`config.mk`:
```
export PLATFORM = sky130hd
export DESIGN_NAME = mc_controller_flat
export DESIGN_NICKNAME = d
export VERILOG_FILES = /design/src/rtl/mc_controller_pkg.sv /design/src/rtl/mc_if.sv /design/src/rtl/mc_out_decode.sv /design/src/rtl/mc_controller.sv /design/src/flat_wrapper.sv
export SDC_FILE = /design/constraint.sdc
export NUM_CORES = 1
export LEC_CHECK = 0
export BUFFER_PORTS_ARGS = -buffer_cell sky130_fd_sc_hd__clkbuf_2
export CAP_MARGIN = 20
export CORE_UTILIZATION = 52
export CTS_CLUSTER_SIZE = 25
export DETAILED_ROUTE_END_ITERATION = 7
export GPL_TIMING_DRIVEN = 0
export PLACE_DENSITY = 0.84
export SYNTH_ARGS = -nofsm -noshare
export SYNTH_HDL_FRONTEND = slang
export SYNTH_SLANG_ARGS = --single-unit
```
`constraint.sdc`:
```
create_clock -name clk -period 2.75 [get_ports clk]
set_clock_uncertainty 0.2 [all_clocks]
set_input_delay 0.275 -clock clk [delete_from_list [all_inputs] [get_ports clk]]
set_output_delay 0.275 -clock clk [all_outputs]
set_load 0.005 [all_outputs]
```
`src/rtl/mc_controller_pkg.sv`:
```
// Shared encodings for the multicycle controller and its datapath: FSM states,
// opcodes, and the select codes for every datapath mux.
package mc_controller_pkg;

    localparam int unsigned CNT_W = 3;

    typedef enum logic [3:0] {
        StIdle,
        StFetch,
        StPcInc,
        StDecode,
        StAluR,
        StAdi,
        StLhi,
        StLw,
        StSw,
        StLm,
        StSm,
        StBeq,
        StBr,
        StJal1,
        StJal2
    } mc_state_e;

    localparam logic [3:0] OpAdd  = 4'b0000;
    localparam logic [3:0] OpAdi  = 4'b0001;
    localparam logic [3:0] OpNand = 4'b0010;
    localparam logic [3:0] OpLhi  = 4'b0011;
    localparam logic [3:0] OpLw   = 4'b0100;
    localparam logic [3:0] OpSw   = 4'b0101;
    localparam logic [3:0] OpLm   = 4'b0110;
    localparam logic [3:0] OpSm   = 4'b0111;
    localparam logic [3:0] OpJal  = 4'b1000;
    localparam logic [3:0] OpBeq  = 4'b1100;

    // Mux1: ALU operand B
    localparam logic [2:0] AluBZero = 3'd0;
    localparam logic [2:0] AluBOne  = 3'd1;
    localparam logic [2:0] AluBRegB = 3'd2;
    localparam logic [2:0] AluBImm6 = 3'd3;
    localparam logic [2:0] AluBCnt  = 3'd4;

    // Mux2: ALU operand A
    localparam logic [2:0] AluAZero   = 3'd0;
    localparam logic [2:0] AluAOne    = 3'd1;
    localparam logic [2:0] AluAShift7 = 3'd2;
    localparam logic [2:0] AluAImm6   = 3'd3;
    localparam logic [2:0] AluAImm9   = 3'd4;
    localparam logic [2:0] AluARegA   = 3'd5;
    localparam logic [2:0] AluATmpA   = 3'd6;

    // Mux3: RF write enable
    localparam logic [1:0] RfWenOff  = 2'd0;
    localparam logic [1:0] RfWenOn   = 2'd1;
    localparam logic [1:0] RfWenCz   = 2'd2;
    localparam logic [1:0] RfWenMask = 2'd3;

    // Mux4: RF write address (Ra=IR[11:9], Rb=IR[8:6], Rc=IR[5:3])
    localparam logic [2:0] RfWaddRa  = 3'd0;
    localparam logic [2:0] RfWaddRc  = 3'd1;
    localparam logic [2:0] RfWaddCnt = 3'd2;
    localparam logic [2:0] RfWaddR7  = 3'd3;
    localparam logic [2:0] RfWaddRb  = 3'd4;

    // Mux5: RF second read port
    localparam logic [1:0] RfRd2Rb  = 2'd0;
    localparam logic [1:0] RfRd2Cnt = 2'd1;
    localparam logic [1:0] RfRd2R7  = 2'd2;

    localparam logic RfDinMem = 1'b0;
    localparam logic RfDinT1  = 1'b1;

    localparam logic [1:0] MemWrOff  = 2'd0;
    localparam logic [1:0] MemWrOn   = 2'd1;
    localparam logic [1:0] MemWrMask = 2'd2;

    localparam logic MemDinA = 1'b0;
    localparam logic MemDinB = 1'b1;

    localparam logic AluOpAdd  = 1'b0;
    localparam logic AluOpNand = 1'b1;

    typedef struct packed {
        logic [2:0] mux1;
        logic [2:0] mux2;
        logic [1:0] mux3;
        logic [2:0] mux4;
        logic [1:0] mux5;
        logic       mux6;
        logic [1:0] mux8;
        logic       mux9;
        logic       cz_en;
        logic       alu_op;
        logic       mem_read;
        logic       w_ir;
        logic       w_atmp;
        logic       reset_t1;
    } mc_outs_t;

    // Execute state reached from decode; unknown opcodes behave as NOP.
    function automatic mc_state_e dispatch(input logic [3:0] op);
        mc_state_e st;
        case (op)
            OpAdd, OpNand: st = StAluR;
            OpAdi:         st = StAdi;
            OpLhi:         st = StLhi;
            OpLw:          st = StLw;
            OpSw:          st = StSw;
            OpLm:          st = StLm;
            OpSm:          st = StSm;
            OpBeq:         st = StBeq;
            OpJal:         st = StJal1;
            default:       st = StFetch;
        endcase
        return st;
    endfunction

endpackage

```
`src/rtl/mc_if.sv`:
```
// Controller <-> datapath signal bundle: opcode/compare in, selects and strobes out.
interface mc_if;
    import mc_controller_pkg::*;

    logic [3:0]       opcode;
    logic             compare;
    logic [2:0]       Mux1_alu_B;
    logic [2:0]       Mux2_alu_A;
    logic [1:0]       Mux3_RF_wen;
    logic [2:0]       Mux4_RF_wadd;
    logic [1:0]       Mux5_RF_read2;
    logic             Mux6_RF_dataIn;
    logic [1:0]       Mux8_memwrite;
    logic             Mux9_memDataIn;
    logic             CZ_en;
    logic             ALU_op;
    logic             memRead;
    logic             wIR;
    logic             wAtmp;
    logic             resetT1;
    logic [CNT_W-1:0] counter;

    modport ctrl (
        input  opcode, compare,
        output Mux1_alu_B, Mux2_alu_A, Mux3_RF_wen, Mux4_RF_wadd, Mux5_RF_read2,
               Mux6_RF_dataIn, Mux8_memwrite, Mux9_memDataIn, CZ_en, ALU_op,
               memRead, wIR, wAtmp, resetT1, counter
    );

    modport dp (
        output opcode, compare,
        input  Mux1_alu_B, Mux2_alu_A, Mux3_RF_wen, Mux4_RF_wadd, Mux5_RF_read2,
               Mux6_RF_dataIn, Mux8_memwrite, Mux9_memDataIn, CZ_en, ALU_op,
               memRead, wIR, wAtmp, resetT1, counter
    );

endinterface

```
`src/rtl/mc_out_decode.sv`:
```
// Combinational map from FSM state and opcode to every datapath select and strobe.
module mc_out_decode
    import mc_controller_pkg::*;
(
    input  mc_state_e  state_i,
    input  logic [3:0] opcode_i,
    output mc_outs_t   outs_o
);

    always_comb begin
        outs_o = '0;
        unique case (state_i)
            StIdle: begin
                outs_o.reset_t1 = 1'b1;
            end
            StFetch: begin
                outs_o.mux5     = RfRd2R7;
                outs_o.mux2     = AluAZero;
                outs_o.mux1     = AluBRegB;
                outs_o.mem_read = 1'b1;
                outs_o.w_ir     = 1'b1;
            end
            StPcInc: begin
                outs_o.mux2 = AluAOne;
                outs_o.mux1 = AluBRegB;
                outs_o.mux5 = RfRd2R7;
                outs_o.mux4 = RfWaddR7;
                outs_o.mux6 = RfDinT1;
                outs_o.mux3 = RfWenOn;
            end
            StDecode: begin
                outs_o.w_atmp = 1'b1;
            end
            StAluR: begin
                outs_o.mux2   = AluARegA;
                outs_o.mux1   = AluBRegB;
                outs_o.mux5   = RfRd2Rb;
                // ALUR is only entered for ADD and NAND
                outs_o.alu_op = (opcode_i == OpNand) ? AluOpNand : AluOpAdd;
                outs_o.cz_en  = 1'b1;
                outs_o.mux4   = RfWaddRc;
                outs_o.mux6   = RfDinT1;
                outs_o.mux3   = RfWenCz;
            end
            StAdi: begin
                outs_o.mux2  = AluARegA;
                outs_o.mux1  = AluBImm6;
                outs_o.cz_en = 1'b1;
                outs_o.mux4  = RfWaddRb;
                outs_o.mux6  = RfDinT1;
                outs_o.mux3  = RfWenOn;
            end
            StLhi: begin
                outs_o.mux2 = AluAShift7;
                outs_o.mux1 = AluBZero;
                outs_o.mux4 = RfWaddRa;
                outs_o.mux6 = RfDinT1;
                outs_o.mux3 = RfWenOn;
            end
            StLw: begin
                outs_o.mux2     = AluAImm6;
                outs_o.mux1     = AluBRegB;
                outs_o.mux5     = RfRd2Rb;
                outs_o.mem_read = 1'b1;
                outs_o.mux6     = RfDinMem;
                outs_o.mux4     = RfWaddRa;
                outs_o.mux3     = RfWenOn;
            end
            StSw: begin
                outs_o.mux2 = AluAImm6;
                outs_o.mux1 = AluBRegB;
                outs_o.mux5 = RfRd2Rb;
                outs_o.mux8 = MemWrOn;
                outs_o.mux9 = MemDinA;
            end
            StLm: begin
                outs_o.mux2     = AluATmpA;
                outs_o.mux1     = AluBCnt;
                outs_o.mem_read = 1'b1;
                outs_o.mux6     = RfDinMem;
                outs_o.mux4     = RfWaddCnt;
                outs_o.mux3     = RfWenMask;
            end
            StSm: begin
                outs_o.mux2 = AluATmpA;
                outs_o.mux1 = AluBCnt;
                outs_o.mux5 = RfRd2Cnt;
                outs_o.mux9 = MemDinB;
                outs_o.mux8 = MemWrMask;
            end
            StBeq: begin
                outs_o.mux2 = AluARegA;
                outs_o.mux1 = AluBRegB;
                outs_o.mux5 = RfRd2Rb;
            end
            StBr: begin
                outs_o.mux2 = AluAImm6;
                outs_o.mux1 = AluBRegB;
                outs_o.mux5 = RfRd2R7;
                outs_o.mux4 = RfWaddR7;
                outs_o.mux6 = RfDinT1;
                outs_o.mux3 = RfWenOn;
            end
            StJal1: begin
                outs_o.mux2 = AluAZero;
                outs_o.mux1 = AluBRegB;
                outs_o.mux5 = RfRd2R7;
                outs_o.mux4 = RfWaddRa;
                outs_o.mux6 = RfDinT1;
                outs_o.mux3 = RfWenOn;
            end
            StJal2: begin
                outs_o.mux2 = AluAImm9;
                outs_o.mux1 = AluBRegB;
                outs_o.mux5 = RfRd2R7;
                outs_o.mux4 = RfWaddR7;
                outs_o.mux6 = RfDinT1;
                outs_o.mux3 = RfWenOn;
            end
            default: begin
                outs_o = '0;
            end
        endcase
    end

endmodule

```
`src/rtl/mc_controller.sv`:
```
// Multicycle control FSM: state register, LM/SM counter and registered datapath controls.
module mc_controller
    import mc_controller_pkg::*;
(
    input logic clk,
    input logic reset_n,
    mc_if.ctrl  bus
);

    localparam logic [CNT_W-1:0] CntLast = {CNT_W{1'b1}};
    localparam logic [CNT_W-1:0] CntOne  = CNT_W'(1);

    mc_state_e        state_q, state_d;
    logic [CNT_W-1:0] counter_q, counter_d;
    mc_outs_t         outs_q, outs_d;

    always_comb begin
        state_d   = state_q;
        counter_d = '0;
        unique case (state_q)
            StIdle:   state_d = StFetch;
            StFetch:  state_d = StPcInc;
            StPcInc:  state_d = StDecode;
            StDecode: state_d = dispatch(bus.opcode);
            StAluR, StAdi, StLhi, StLw, StSw, StBr, StJal2: begin
                state_d = StFetch;
            end
            StLm, StSm: begin
                // Counter wraps to 0 on the same edge that leaves for fetch
                counter_d = counter_q + CntOne;
                if (counter_q == CntLast) begin
                    state_d = StFetch;
                end
            end
            StBeq:    state_d = bus.compare ? StBr : StFetch;
            StJal1:   state_d = StJal2;
            default:  state_d = StIdle;
        endcase
    end

    // Decoding the next state lets the controls be registered without adding latency.
    mc_out_decode u_out_decode (
        .state_i  (state_d),
        .opcode_i (bus.opcode),
        .outs_o   (outs_d)
    );

    always_ff @(posedge clk or negedge reset_n) begin
        if (!reset_n) begin
            state_q         <= StIdle;
            counter_q       <= '0;
            outs_q          <= '0;
            outs_q.reset_t1 <= 1'b1;
        end else begin
            state_q   <= state_d;
            counter_q <= counter_d;
            outs_q    <= outs_d;
        end
    end

    assign bus.Mux1_alu_B     = outs_q.mux1;
    assign bus.Mux2_alu_A     = outs_q.mux2;
    assign bus.Mux3_RF_wen    = outs_q.mux3;
    assign bus.Mux4_RF_wadd   = outs_q.mux4;
    assign bus.Mux5_RF_read2  = outs_q.mux5;
    assign bus.Mux6_RF_dataIn = outs_q.mux6;
    assign bus.Mux8_memwrite  = outs_q.mux8;
    assign bus.Mux9_memDataIn = outs_q.mux9;
    assign bus.CZ_en          = outs_q.cz_en;
    assign bus.ALU_op         = outs_q.alu_op;
    assign bus.memRead        = outs_q.mem_read;
    assign bus.wIR            = outs_q.w_ir;
    assign bus.wAtmp          = outs_q.w_atmp;
    assign bus.resetT1        = outs_q.reset_t1;
    assign bus.counter        = counter_q;

endmodule

```
`src/flat_wrapper.sv`:
```
// flat-port wrapper written by rule: the top's interface ports become plain ports
module mc_controller_flat import mc_controller_pkg::*;
  (clk, reset_n, bus_opcode, bus_compare, bus_Mux1_alu_B, bus_Mux2_alu_A, bus_Mux3_RF_wen, bus_Mux4_RF_wadd, bus_Mux5_RF_read2, bus_Mux6_RF_dataIn, bus_Mux8_memwrite, bus_Mux9_memDataIn, bus_CZ_en, bus_ALU_op, bus_memRead, bus_wIR, bus_wAtmp, bus_resetT1, bus_counter);
  mc_if bus_i ();
  input logic clk;
  input logic reset_n;
  input wire logic [$bits(bus_i.opcode)-1:0] bus_opcode;
  input wire logic [$bits(bus_i.compare)-1:0] bus_compare;
  output wire logic [$bits(bus_i.Mux1_alu_B)-1:0] bus_Mux1_alu_B;
  output wire logic [$bits(bus_i.Mux2_alu_A)-1:0] bus_Mux2_alu_A;
  output wire logic [$bits(bus_i.Mux3_RF_wen)-1:0] bus_Mux3_RF_wen;
  output wire logic [$bits(bus_i.Mux4_RF_wadd)-1:0] bus_Mux4_RF_wadd;
  output wire logic [$bits(bus_i.Mux5_RF_read2)-1:0] bus_Mux5_RF_read2;
  output wire logic [$bits(bus_i.Mux6_RF_dataIn)-1:0] bus_Mux6_RF_dataIn;
  output wire logic [$bits(bus_i.Mux8_memwrite)-1:0] bus_Mux8_memwrite;
  output wire logic [$bits(bus_i.Mux9_memDataIn)-1:0] bus_Mux9_memDataIn;
  output wire logic [$bits(bus_i.CZ_en)-1:0] bus_CZ_en;
  output wire logic [$bits(bus_i.ALU_op)-1:0] bus_ALU_op;
  output wire logic [$bits(bus_i.memRead)-1:0] bus_memRead;
  output wire logic [$bits(bus_i.wIR)-1:0] bus_wIR;
  output wire logic [$bits(bus_i.wAtmp)-1:0] bus_wAtmp;
  output wire logic [$bits(bus_i.resetT1)-1:0] bus_resetT1;
  output wire logic [$bits(bus_i.counter)-1:0] bus_counter;
  assign bus_i.opcode = bus_opcode;
  assign bus_i.compare = bus_compare;
  assign bus_Mux1_alu_B = bus_i.Mux1_alu_B;
  assign bus_Mux2_alu_A = bus_i.Mux2_alu_A;
  assign bus_Mux3_RF_wen = bus_i.Mux3_RF_wen;
  assign bus_Mux4_RF_wadd = bus_i.Mux4_RF_wadd;
  assign bus_Mux5_RF_read2 = bus_i.Mux5_RF_read2;
  assign bus_Mux6_RF_dataIn = bus_i.Mux6_RF_dataIn;
  assign bus_Mux8_memwrite = bus_i.Mux8_memwrite;
  assign bus_Mux9_memDataIn = bus_i.Mux9_memDataIn;
  assign bus_CZ_en = bus_i.CZ_en;
  assign bus_ALU_op = bus_i.ALU_op;
  assign bus_memRead = bus_i.memRead;
  assign bus_wIR = bus_i.wIR;
  assign bus_wAtmp = bus_i.wAtmp;
  assign bus_resetT1 = bus_i.resetT1;
  assign bus_counter = bus_i.counter;
  mc_controller u_core (.clk(clk), .reset_n(reset_n), .bus(bus_i));
endmodule
```
==> results of run 1 <==
[state kept, by name, summed over array words and instances (netlist names)]
| name | cells |
|---|---|
| u_core.bus.Mux2_alu_A | 3 |
| u_core.bus.Mux6_RF_dataIn | 1 |
| u_core.bus.Mux4_RF_wadd | 3 |
| u_core.bus.memRead | 1 |
| u_core.state_q | 4 |
| u_core.bus.ALU_op | 1 |
| u_core.bus.CZ_en | 1 |
| u_core.bus.Mux3_RF_wen | 2 |
| u_core.bus.resetT1 | 1 |
| u_core.bus.wIR | 1 |
| u_core.bus.Mux1_alu_B | 3 |
| u_core.bus.Mux5_RF_read2 | 2 |
| u_core.bus.Mux8_memwrite | 2 |
| u_core.bus.counter | 3 |
| u_core.bus.wAtmp | 1 |
[layout make-up]
| class | count | area [µm²] |
|---|---|---|
| Buffer | 7 | 57.6 |
| Clock buffer | 7 | 65.1 |
| Clock inverter | 1 | 5.00 |
| Fill cell | 197 | 831 |
| Inverter | 8 | 31.3 |
| Multi-Input combinational cell | 87 | 598 |
| Sequential cell | 29 | 727 |
| Tap cell | 30 | 37.5 |
| Timing Repair Buffer | 33 | 170 |
[how the worst max path moves through the flow]
| stage | to | from | slack, ps | cells after the start |
|---|---|---|---|---|
| floorplan | u_core.bus.Mux5_RF_read2[1] | u_core.bus.counter[0] | 500 | 9 |
| global placement | u_core.bus.Mux5_RF_read2[1] | u_core.bus.counter[0] | 340 | 9 |
| detailed placement | u_core.bus.Mux5_RF_read2[1] | u_core.bus.counter[0] | 260 | 9 |
| CTS | u_core.bus.Mux5_RF_read2[1] | u_core.bus.counter[0] | 240 | 9 |
| global route | u_core.bus.Mux4_RF_wadd[1] | u_core.bus.counter[0] | 90 | 8 |
| finish | u_core.bus.Mux5_RF_read2[1] | u_core.bus.counter[0] | 250 | 9 |
[power by group through the flow]
stage / Combinational, mW / Sequential (mW) / Clock [mW]
2_1_floorplan: 0.805 / 0.655 / 0
3_3_place_gp: 1.08 / 0.638 / 0
3_5_place_dp: 1.12 / 0.644 / 0
4_1_cts: 1.13 / 0.636 / 0.296
5_1_grt: 1.26 / 0.651 / 0.318
6_report: 1.13 / 0.634 / 0.290
[cell usage after synthesis (2+ instances only)]
cell / instances
dfrtp_1: 28
nor2_1: 13
nand2_1: 8
ha_1: 7
inv_1: 6
o21ai_0: 6
a21oi_1: 5
nor3_1: 5
buf_4: 4
nand3_1: 3
a211oi_1: 2
a21boi_0: 2
a21o_1: 2
and2_1: 2
and3_1: 2
buf_6: 2
nand2b_1: 2
nand3b_1: 2
nor3b_1: 2
o211ai_1: 2
xnor2_1: 2
[routing by layer]
| metal | part of all wire | global-route usage | routed length (µm) | vias to the layer above |
|---|---|---|---|---|
| li1 | - | - | - | 534 |
| met1 | 0.43 | 0.236 | 1100 | 490 |
| met4 | 0.022 | 0.103 | 57 | 0 |
| met2 | 0.49 | 0.321 | 1250 | 46 |
| met5 | 0 | 0 | 0 | - |
| met3 | 0.067 | 0.0593 | 173 | 5 |
[stage by stage]
stage	total power, mW	cells
after floorplan	1.46	131
after global placement	1.72	193
after detailed placement	1.76	193
after CTS	2.06	202
after global routing	2.23	202
final	2.05	202
[cell families after synthesis]
logic type               Yosys count  synth area share
XOR/XNOR                           3            0.0186
AO/OA/AOI/OAI                     28             0.150
multiplexers                       1           0.00796
flip-flops                        29             0.514
buffers and inverters             15            0.0628
adder cells (fa/ha/maj)            7            0.0619
AND/OR/NAND/NOR                   48             0.185
[repair_timing]
action                                  4_1_cts  5_1_grt
endpoints found under the setup margin        0        0
hold buffers                                  1        0
gates resized for setup                       0        0
endpoints found under the hold margin        28        0
[worst max-delay path: cells and delay by family (launching register included)]
family                   cells  cell delay (ps)
AO/OA/AOI/OAI                3              380
buffers and inverters        2              390
AND/OR/NAND/NOR              2              630
adder cells (fa/ha/maj)      2              430
flip-flops                   1              410
==> flow_summary.ini, run 1 <==
[status]
outcome = finished clean

[placed_design]
io_buffers = 32
pre_cts_ws_ps = 263
place_area_um2 = 1610
dpl.hpwl_um = 1890
gp_congestion = 0.886

[final_layout]
final_common_cell = clkbuf_2
drive_above_1_share = 0.331
nets = 185
diodes = 0
post-route-cell-area_um2 = 1690
final_core_util = 0.671
area_growth_pct = 19.6
final_cell_mix = clkbuf_2, dfrtp_1, nor2_1

[cts]
cts_tree = built
clockBufferDepth = 2
clk_latency_ps = 320
htree_num_levels = 2
numCtsBuffers = 5
clk_pin_slew_worst_paths_ps = 90
post_cts_buffers = 0
clock-sinks = 29
cts_root_buffer = clkbuf_4

[logic_synthesis]
ys_seq_area_frac = 0.514
synth_flop_cell = dfrtp_1
async_flop_share = 1.00
synthCells = 131
yosysUniqueCellTypes = 45
synth-seq-cells = 29
synthesis.area_um2 = 1410
postSynthAreaPerCell_um2 = 10.8
synth_area_leaders = dfrtp_1, ha_1, nor2_1
syn_nets = 145
synth_top_area_cell = dfrtp_1
yosysTopAreaCellShare = 0.496
synth_edf_count = 0
ys_warn_count = 0

[drt]
avgViaCountPerCell = 5.32
antenna_left = 0
route.vias.total = 1075
drt_iter0_markers = 35
drc_errors = 0
wl_um = 2580
firstDrtPassIters = 4
wl_per_cell_um = 12.8

[power]
combPwrFrac = 0.549
leakage_nw = 0.866
p_sw_uw = 847
ir_drop_v = 0.000872
pwr-share-clk = 0.141
p_sw_frac = 0.413
p_per_area_nw_per_um2 = 1210
p_int_mw = 1.20
power_frac_seq = 0.309

[worst_setup_path]
cp-start-kind = register
crit_fanout = 10
crit_type = register to register
cp-end-kind = register
reg2reg_depth = 9
rr_endpoint = u_core.bus.Mux5_RF_read2[1]
cp_slowest_stage_delay_ps = 490
cp.arrival_ps = 2550
r2r-start = u_core.bus.counter[0]
crit_slowest_cell = or4b_1
crit_chain = ha_1, ha_1, or4b_1, o21ai_0, nor2_2, inv_1, buf_4, o21ai_0, a21oi_1
cp.required_ps = 2800
r2r_setup_slack_ps = 250

[die]
coreArea_um2 = 2520
row_count = 18
dieWidth_um = 54.1
io_pins = 33
die_y_um = 54.1
die_area_um2 = 2930
start_util = 0.561

[sta]
timing.final.max_slew_violations = 0
tns_ps = 0
clock.fmax_mhz = 400
rsz0062_at_grt = no
setup_slack_ps = 248
final_hold_viol_count = 0
tightest_slew_ps = 698
period_share = 0.910
min_period_ps = 2500
hold_ws_ps = 157
setup_viol = 0
slew_headroom = 0.535

[hold_path]
hp-start = bus_opcode[3]
holdPathStages = 3
hold_class = input pin to register
holdPathEnd = u_core.bus.ALU_op

[global_route]
grt_pass1_vias = 924
track_usage = 0.199
grt-ovfl-total = 0
grt_pass1_wl_um = 3980
grt_max_degree = 30
antenna_found_initial = 0

[flow_run]
cap_violations = 0
Power figures use the tool's default switching activity.
==> run 2, diff against run 1 <==
--- a/config.mk
+++ b/config.mk
@@ -11,6 +11,7 @@
 export CTS_CLUSTER_SIZE = 25
 export DETAILED_ROUTE_END_ITERATION = 7
 export GPL_TIMING_DRIVEN = 0
+export MAX_ROUTING_LAYER = met4
 export PLACE_DENSITY = 0.84
 export SYNTH_ARGS = -nofsm -noshare
 export SYNTH_HDL_FRONTEND = slang
==> flow_summary.ini, run 2 (synthesis results as in run 1) <==
[placed_design]
io_buffers = 32
gp_congestion = 0.896
dpl.hpwl_um = 1900

[global_route]
grt-ovfl-total = 0
grt_pass1_vias = 919
grt_busiest_layer = met2
track_usage = 0.217
grt_util_met2 = 0.331
grt_pass1_wl_um = 4220
use_met3 = 0.0706
antenna_found_initial = 0
grt_max_degree = 30
use_met1 = 0.256

[final_layout]
regMostFlops = u_core.state_q
final_core_util = 0.665
nets = 185
largest_register_ffs = 4
final_cell_mix = clkbuf_2, dfrtp_1, nor2_1
drive_above_1_share = 0.322
multi_input_area_um2 = 598
seqCellArea_um2 = 727
area_growth_pct = 18.6
diodes = 0
final_common_cell = clkbuf_2
nFillCells = 190

[sta]
final_hold_viol_count = 0
tns_ps = 0
timing.final.max_slew_violations = 0
clock.fmax_mhz = 395
hold_ws_ps = 166
slew_headroom = 0.545
setup_viol = 0
rsz0062_at_grt = no
period_share = 0.921
min_period_ps = 2530
tightest_slew_ps = 683

[die]
row_count = 18
dieWidth_um = 54.1
die_y_um = 54.1
coreArea_um2 = 2520
start_util = 0.561
die_area_um2 = 2930
io_pins = 33

[drt]
antenna_left = 0
wl_per_cell_um = 13.0
drc_errors = 0
route.vias.total = 1091
avgViaCountPerCell = 5.43
firstDrtPassIters = 6
drt_iter0_markers = 22
wl_um = 2610

[cts]
cts_root_buffer = clkbuf_4
cts_tree = built
clk_latency_ps = 320
clk_pin_slew_worst_paths_ps = 80
cts_repair_resize_count = 0
clockBufferDepth = 2
clock-sinks = 29
numCtsBuffers = 5
htree_num_levels = 2

[status]
outcome = finished clean

[worst_setup_path]
crit_slowest_cell = or4b_1
crit_type = register to register
r2r-start = u_core.bus.counter[0]
cp-end-kind = register
path_delay_family = simple AND/OR/NAND/NOR gates
cp.arrival_ps = 2570
r2r_setup_slack_ps = 220
reg2reg_depth = 9
cp_slowest_stage_delay_ps = 490
rr_endpoint = u_core.bus.Mux6_RF_dataIn
cp_num_buf_inv = 2
crit_top_cell = ha_1
cp.required_ps = 2790
crit_fanout = 10
crit_chain = ha_1, ha_1, or4b_1, o21ai_0, nor2_2, inv_1, buf_4, nand2_1, a21oi_1
cp-start-kind = register

[power]
leakage_nw = 0.856
p_total_mw = 2.03
ir_drop_v = 0.000671
p_per_area_nw_per_um2 = 1210

[hold_path]
hold_class = input pin to register
hp-start = bus_opcode[3]
holdPathEnd = u_core.bus.ALU_op
holdPathStages = 3

[flow_run]
cap_violations = 0
[run 2: changes by cell type in the layout (fill, tap and decap cells not counted)]
| cell | before | now |
|---|---|---|
| clkbuf_1 | 0 | 1 |
| clkbuf_8 | 2 | 1 |
| clkinv_2 | 2 | 1 |
[run 2: through the flow]
stage / instance area (µm²) / cells / setup WS [ps]
after floorplan: 1410 / 131 / 495
after detailed placement: 1610 / 193 / 281
final: 1680 / 201 / 218
after global placement: 1610 / 193 / 325
after global routing: 1680 / 201 / 43.2
after CTS: 1680 / 201 / 217
[run 2: routing by layer]
metal / vias up / routed length [µm]
li1: 534 / -
met3: 8 / 143
met1: 499 / 1100
met4: 0 / 61
met2: 50 / 1300
met5: - / 0
[run 2: area by class of cell]
class                   instances  share of cell area
flip-flops and latches         29               0.434
plain buffers                   7              0.0343
clock buffers                   7              0.0328
multi-input cells              87               0.357
inverters                       8              0.0187
repair buffers                 33               0.101
well taps                      30              0.0224
[run 2: how the worst max path moves through the flow]
stage	startpoint	to	slack [ps]	cells after the start
after floorplan	u_core.bus.counter[0]	u_core.bus.Mux5_RF_read2[1]	500	9
after global placement	u_core.bus.counter[0]	u_core.bus.Mux5_RF_read2[1]	320	9
after detailed placement	u_core.bus.counter[0]	u_core.bus.Mux5_RF_read2[1]	280	9
after CTS	u_core.bus.counter[0]	u_core.bus.Mux6_RF_dataIn	220	9
after global routing	u_core.bus.counter[0]	u_core.bus.Mux6_RF_dataIn	40	9
final	u_core.bus.counter[0]	u_core.bus.Mux6_RF_dataIn	220	9
[run 2: power by group]
part / internal, mW / leakage, nW / switching [mW]
clock: 0.120 / 0.0314 / 0.132
sequential: 0.581 / 0.378 / 0.0536
combinational: 0.474 / 0.447 / 0.667
[run 2: worst register-to-register path: stages, from the launching register on]
cell	delay, ps
dfrtp_1	400
ha_1	210
ha_1	210
or4b_1	490
o21ai_0	130
nor2_2	130
inv_1	200
buf_4	200
nand2_1	80
a21oi_1	180
[run 2: timing repair]
item                      in CTS  in global routing
buffers inserted               0                  0
hold endpoints to repair      28                  0
hold buffers                   1                  0
